==> src/rtl/alu_arbiter_if.sv <==
// Bundle between the two requesters, the arbiter and the shared combinational ALU.
// slave = arbiter view, master = requesters plus ALU (the other side of every wire).
interface alu_arbiter_if #(
  parameter int WIDTH = 32,
  parameter int OPW   = 4
);
  // requester side
  logic [1:0]       req;
  logic [OPW-1:0]   op0, op1;
  logic [WIDTH-1:0] a0, b0, a1, b1;
  logic [1:0]       gnt;
  logic [1:0]       done;
  logic [WIDTH-1:0] result;
  logic             zero, neg, ovf;
  logic             busy;
  // ALU side
  logic [OPW-1:0]   alu_op;
  logic [WIDTH-1:0] alu_a, alu_b;
  logic [WIDTH-1:0] alu_result;
  logic             alu_zero, alu_neg, alu_ovf;

  modport slave (
    input  req, op0, a0, b0, op1, a1, b1,
    input  alu_result, alu_zero, alu_neg, alu_ovf,
    output gnt, done, result, zero, neg, ovf, busy,
    output alu_op, alu_a, alu_b
  );

  modport master (
    output req, op0, a0, b0, op1, a1, b1,
    output alu_result, alu_zero, alu_neg, alu_ovf,
    input  gnt, done, result, zero, neg, ovf, busy,
    input  alu_op, alu_a, alu_b
  );
endinterface

==> src/rtl/alu_arbiter.sv <==
// Round-robin arbiter sharing one combinational ALU between two requesters.
// One operation per 3 cycles: IDLE (grant/accept) -> EXEC (ALU settles) -> RESP (done).
module alu_arbiter #(
  parameter int WIDTH = 32,
  parameter int OPW   = 4
) (
  input  logic         CLK,
  input  logic         nRST,
  alu_arbiter_if.slave bus
);
  typedef enum logic [1:0] {IDLE = 2'd0, EXEC = 2'd1, RESP = 2'd2} state_t;

  state_t           r_state, w_next;
  logic             r_owner;   // requester of the operation in flight
  logic             r_last;    // last-served requester; loses the next tie
  logic [OPW-1:0]   r_alu_op;
  logic [WIDTH-1:0] r_alu_a, r_alu_b;
  logic [WIDTH-1:0] r_result;
  logic             r_zero, r_neg, r_ovf;

  logic             w_win;     // requester that would be granted this cycle
  logic             w_accept;
  logic [1:0]       w_gnt, w_done;
  logic             w_busy;

  // per-requester operand views, indexed by requester number
  logic [1:0][OPW-1:0]   w_op;
  logic [1:0][WIDTH-1:0] w_a, w_b;
  assign w_op = {bus.op1, bus.op0};
  assign w_a  = {bus.a1,  bus.a0};
  assign w_b  = {bus.b1,  bus.b0};

  // round-robin pick: a lone requester wins, a tie goes to the one not served last
  always_comb begin
    w_win = 1'b0;
    case (bus.req)
      2'b10:   w_win = 1'b1;
      2'b11:   w_win = ~r_last;
      default: w_win = 1'b0;
    endcase
  end

  assign w_accept = (r_state == IDLE) && (bus.req != 2'b00);

  // state register
  always_ff @(posedge CLK) begin
    if (!nRST) r_state <= IDLE;
    else       r_state <= w_next;
  end

  // next-state; the spare encoding falls back to IDLE
  always_comb begin
    w_next = IDLE;
    case (r_state)
      IDLE:    w_next = w_accept ? EXEC : IDLE;
      EXEC:    w_next = RESP;
      RESP:    w_next = IDLE;
      default: w_next = IDLE;
    endcase
  end

  // state-decoded outputs: grant only while idle, done only in RESP
  always_comb begin
    w_gnt  = 2'b00;
    w_done = 2'b00;
    w_busy = 1'b1;
    case (r_state)
      IDLE: begin
        w_busy = 1'b0;
        if (bus.req != 2'b00) w_gnt = w_win ? 2'b10 : 2'b01;
      end
      RESP:    w_done = r_owner ? 2'b10 : 2'b01;
      default: ;
    endcase
  end

  // operand latch at accept, result capture in EXEC, pointer update in RESP
  always_ff @(posedge CLK) begin
    if (!nRST) begin
      r_owner  <= 1'b0;
      r_last   <= 1'b1;
      r_alu_op <= '0;
      r_alu_a  <= '0;
      r_alu_b  <= '0;
      r_result <= '0;
      r_zero   <= 1'b0;
      r_neg    <= 1'b0;
      r_ovf    <= 1'b0;
    end else begin
      if (w_accept) begin
        r_owner  <= w_win;
        r_alu_op <= w_op[w_win];
        r_alu_a  <= w_a[w_win];
        r_alu_b  <= w_b[w_win];
      end
      if (r_state == EXEC) begin
        r_result <= bus.alu_result;
        r_zero   <= bus.alu_zero;
        r_neg    <= bus.alu_neg;
        r_ovf    <= bus.alu_ovf;
      end
      if (r_state == RESP) r_last <= r_owner;
    end
  end

  assign bus.gnt    = w_gnt;
  assign bus.done   = w_done;
  assign bus.busy   = w_busy;
  assign bus.result = r_result;
  assign bus.zero   = r_zero;
  assign bus.neg    = r_neg;
  assign bus.ovf    = r_ovf;
  assign bus.alu_op = r_alu_op;
  assign bus.alu_a  = r_alu_a;
  assign bus.alu_b  = r_alu_b;
endmodule

==> src/flat_wrapper.sv <==
// flat-port wrapper written by rule: the top's interface ports become plain ports
module alu_arbiter_flat 
#(
  parameter int WIDTH = 32,
  parameter int OPW   = 4
)
  (CLK, nRST, bus_req, bus_op0, bus_a0, bus_b0, bus_op1, bus_a1, bus_b1, bus_alu_result, bus_alu_zero, bus_alu_neg, bus_alu_ovf, bus_gnt, bus_done, bus_result, bus_zero, bus_neg, bus_ovf, bus_busy, bus_alu_op, bus_alu_a, bus_alu_b);
  alu_arbiter_if #(.WIDTH(WIDTH), .OPW(OPW)) bus_i ();
  input  logic CLK;
  input  logic nRST;
  input wire logic [$bits(bus_i.req)-1:0] bus_req;
  input wire logic [$bits(bus_i.op0)-1:0] bus_op0;
  input wire logic [$bits(bus_i.a0)-1:0] bus_a0;
  input wire logic [$bits(bus_i.b0)-1:0] bus_b0;
  input wire logic [$bits(bus_i.op1)-1:0] bus_op1;
  input wire logic [$bits(bus_i.a1)-1:0] bus_a1;
  input wire logic [$bits(bus_i.b1)-1:0] bus_b1;
  input wire logic [$bits(bus_i.alu_result)-1:0] bus_alu_result;
  input wire logic [$bits(bus_i.alu_zero)-1:0] bus_alu_zero;
  input wire logic [$bits(bus_i.alu_neg)-1:0] bus_alu_neg;
  input wire logic [$bits(bus_i.alu_ovf)-1:0] bus_alu_ovf;
  output wire logic [$bits(bus_i.gnt)-1:0] bus_gnt;
  output wire logic [$bits(bus_i.done)-1:0] bus_done;
  output wire logic [$bits(bus_i.result)-1:0] bus_result;
  output wire logic [$bits(bus_i.zero)-1:0] bus_zero;
  output wire logic [$bits(bus_i.neg)-1:0] bus_neg;
  output wire logic [$bits(bus_i.ovf)-1:0] bus_ovf;
  output wire logic [$bits(bus_i.busy)-1:0] bus_busy;
  output wire logic [$bits(bus_i.alu_op)-1:0] bus_alu_op;
  output wire logic [$bits(bus_i.alu_a)-1:0] bus_alu_a;
  output wire logic [$bits(bus_i.alu_b)-1:0] bus_alu_b;
  assign bus_i.req = bus_req;
  assign bus_i.op0 = bus_op0;
  assign bus_i.a0 = bus_a0;
  assign bus_i.b0 = bus_b0;
  assign bus_i.op1 = bus_op1;
  assign bus_i.a1 = bus_a1;
  assign bus_i.b1 = bus_b1;
  assign bus_i.alu_result = bus_alu_result;
  assign bus_i.alu_zero = bus_alu_zero;
  assign bus_i.alu_neg = bus_alu_neg;
  assign bus_i.alu_ovf = bus_alu_ovf;
  assign bus_gnt = bus_i.gnt;
  assign bus_done = bus_i.done;
  assign bus_result = bus_i.result;
  assign bus_zero = bus_i.zero;
  assign bus_neg = bus_i.neg;
  assign bus_ovf = bus_i.ovf;
  assign bus_busy = bus_i.busy;
  assign bus_alu_op = bus_i.alu_op;
  assign bus_alu_a = bus_i.alu_a;
  assign bus_alu_b = bus_i.alu_b;
  alu_arbiter #(.WIDTH(WIDTH), .OPW(OPW)) u_core (.CLK(CLK), .nRST(nRST), .bus(bus_i));
endmodule
==> config.mk <==
export PLATFORM = sky130hd
export DESIGN_NAME = alu_arbiter_flat
export DESIGN_NICKNAME = d
export VERILOG_FILES = /design/src/rtl/alu_arbiter_if.sv /design/src/rtl/alu_arbiter.sv /design/src/flat_wrapper.sv
export SDC_FILE = /design/constraint.sdc
export NUM_CORES = 1
export LEC_CHECK = 0
export CORE_MARGIN = 1.5
export CORE_UTILIZATION = 37
export DETAILED_ROUTE_END_ITERATION = 10
export GPL_ROUTABILITY_DRIVEN = 1
export PLACE_DENSITY_LB_ADDON = 0.12
export SLEW_MARGIN = 20
export SYNTH_ARGS = -nofsm -noshare
export SYNTH_HDL_FRONTEND = slang
export SYNTH_SLANG_ARGS = --single-unit
==> constraint.sdc <==
create_clock -name CLK -period 1.4 [get_ports CLK]
set_input_delay 0.14 -clock CLK [delete_from_list [all_inputs] [get_ports CLK]]
set_output_delay 0.14 -clock CLK [all_outputs]
set_load 0.01 [all_outputs]
==> reports/metrics.cfg <==
[status]
status = finished clean

[drt]
ant_nets = 0
wl_met2_um = 8950
vias_per_cell = 5.49
met3_length_um = 1300
post-route-drc-count = 0
wl_met1_um = 6720
wl_um = 17500
wl_per_cell_um = 17.8
drt_pass1_iterations = 4
dr.first_iter.drc_count = 368
vias = 5396
top_layer = met4

[floorplanning]
dieWidth_um = 114
start_util_pct = 37.8
rows = 40
die_y_um = 114
ios = 283
core_mm2 = 0.0120
die_area_mm2 = 0.0129

[critical_path]
reg2reg_depth = 5
critPathBufInv = 1
critPathMaxFanout = 2
timing.rr.start = u_core.r_state[1]
end_kind = primary output
start_kind = register
worstPathCellList = clkdlybuf4s50_1
path_class = reg -> out
critPathTopFamily = buffers and inverters
crit_required_ns = 1.26
reg2reg_slack_ns = 0.05
critPathMaxStageDelay_ns = 0.55
r2r_end = u_core.bus.alu_a[4]
crit_arrival_ns = 1.26
worst_path_max_delay_cell = clkdlybuf4s50_1

[synthesis]
synthArstFlopShare_pct = 0
postSynthCellCount = 566
synth_most_common_cell = nand3_1
synth_area_per_cell_um2 = 7.99
synthTopCellsByCount = nand3_1, dfxtp_1, nand2_1, a31oi_1, o21ai_1
synthTopCellsByArea = dfxtp_1, nand3_1, a31oi_1, o21ai_1, nand2_1
syn_nets = 741
ys_types = 24
synth-edff-count = 0
yosys_warnings = 0
synthFlopType = dfxtp_1
synth_top_area_cell = dfxtp_1
synth_top_area_share_pct = 47.3
ys_seq_area_share_pct = 47.3
ys_ff_latch = 107
netlist_area_mm2 = 0.00452

[cells_and_area]
final_cells = 982
layout.nets = 1005
multi_input_area_mm2 = 0.00207
fillers = 1012
seq_area_mm2 = 0.00215
layout-drive-gt1-share_pct = 8.86
syn_to_final_growth_pct = 78.3
diodes = 0

[placement]
place.gp.congestion = 0.883
hpwl_um = 12300
port_buffers = 282
dp.cells = 961

[clock_tree]
cts_made_buffers = 9
cts_root_buffer = clkbuf_16
path_clk_slew_ns = 0.07
cts_max_level = 3
cts_sinks = 107
holdBufCountCts = 0
clk_path_buf_depth = 2
cts_tree = built
worst_skew_pair.late_latency_ns = 0.34

[power_and_ir_drop]
peakVddDrop_v = 0.000530
switchingPower_w = 0.00227
pwr_density_cell_mw_per_mm2 = 1010
switching_share_pct = 28.0
p_seq_share_pct = 42.0
internal_power_w = 0.00585
total_leakage_power_nw = 3.57
pwr-share-clk_pct = 31.8
combinationalPowerShare_pct = 26.2
power.total_w = 0.00812

[global_routing]
grt_pass1_wl_um = 26800
first_global_vias = 5434
antenna_found_initial = 0
grt_max_degree = 48
gr-usage-all-layers_pct = 26.0
grt.overflow.total = 0

[sta]
finalHoldViolCount = 0
post-route-period-util_pct = 99.7
setup_violations = 0
maxSlewViolCount = 0
slew_headroom_pct = 76.3
fin_worst_skew_ns = 0.00517
fin_tns_setup_ns = 0
max_freq_mhz = 716
fin_crit_ns = 1.40
tightest_slew_ns = 0.356

[min_path]
hold_end = u_core.bus.result[6]
hold_depth = 3
worstHoldPathType = in -> reg
hp-start = bus_alu_result[6]

[flow_run]
maxCapViolations = 0

==> placed cells by master, fill, tap and decap left out, types with 2 or more instances in the layout <==
cell / instances
clkdlybuf4s50_1: 223
nand3_1: 127
dfxtp_1: 104
nand2_1: 70
o21ai_1: 68
a31oi_1: 68
dlymetal6s2s_1: 47
a21oi_1: 35
buf_4: 15
buf_12: 14
nand3_2: 9
clkbuf_16: 9
dlygate4sd2_1: 8
buf_6: 4
nor2_1: 3
buf_2: 3
nor2_4: 2
inv_2: 2
nand2b_1: 2
and2_1: 2
clkinvlp_4: 2
inv_6: 2
dfxtp_4: 2
==> cell families (layout without fill, tap and decap cells) <==
family | Yosys count | after routing | synth area share [%]
flops | 107 | 107 | 47.3
compound gates | 174 | 174 | 21.4
buf+inv | 65 | 334 | 7.30
simple gates | 220 | 220 | 23.9
==> registers in the layout, indices dropped and copies added (netlist names) <==
signal / count
u_core.bus.neg: 1
u_core.bus.alu_b: 32
u_core.bus.alu_a: 32
u_core.r_last: 1
u_core.bus.result: 32
u_core.bus.alu_op: 4
u_core.r_state: 2
u_core.r_owner: 1
u_core.bus.ovf: 1
u_core.bus.zero: 1
==> area by class of cell <==
class / count / area share [%]
Tap cell: 147 / 2.28
Clock buffer: 9 / 2.79
Sequential cell: 107 / 26.7
Inverter: 3 / 0.140
Timing Repair Buffer: 315 / 41.5
Multi-Input combinational cell: 394 / 25.7
Clock inverter: 7 / 0.946
==> metrics by stage <==
stage / util, % / hold WS [ns] / setup slack, ns / cell area, µm²
3_5_place_dp: 63.6 / 0.446 / -0.284 / 7600
3_3_place_gp: 63.6 / 0.440 / -0.256 / 7600
4_1_cts: 66.2 / 0.337 / -0.0152 / 7920
5_1_grt: 67.4 / 0.350 / -0.0238 / 8070
6_report: 67.4 / 0.342 / 0.00425 / 8070
2_1_floorplan: - / 0.276 / 0.109 / 4520
==> layer usage <==
layer / vias to the layer above / global-route usage (%)
met1: 2571 / 28.6
met3: 34 / 6.85
met2: 228 / 47.3
li1: 2563 / -
met5: - / 0
met4: 0 / 11.0
==> how the worst max path moves through the flow <==
stage	start	slack [ns]	to	cells past startpoint
after floorplan	u_core.r_state[0]	0.11	bus_gnt[0]	3
after global placement	bus_req[0]	-0.26	bus_gnt[1]	5
after detailed placement	bus_req[0]	-0.28	bus_gnt[1]	5
after CTS	u_core.r_state[0]	-0.02	bus_done[0]	3
after global routing	u_core.bus.alu_b[2]	-0.02	bus_alu_b[2]	1
final	u_core.bus.alu_b[2]	0.004	bus_alu_b[2]	1
==> power by group through the flow <==
stage | clock [W] | sequential (W) | combinational (W)
floorplan | 0 | 0.00358 | 0.000753
global placement | 0 | 0.00347 | 0.00210
detailed placement | 0 | 0.00348 | 0.00213
CTS | 0.00264 | 0.00341 | 0.00213
global route | 0.00276 | 0.00344 | 0.00227
finish | 0.00258 | 0.00341 | 0.00213
==> timing repair <==
item	4_1_cts	5_1_grt
endpoints found under the setup margin	74	97
pin swaps	3	0
resized for setup	30	53
setup buffers	1	4
Note: power is estimated with default switching activity, not from simulation.
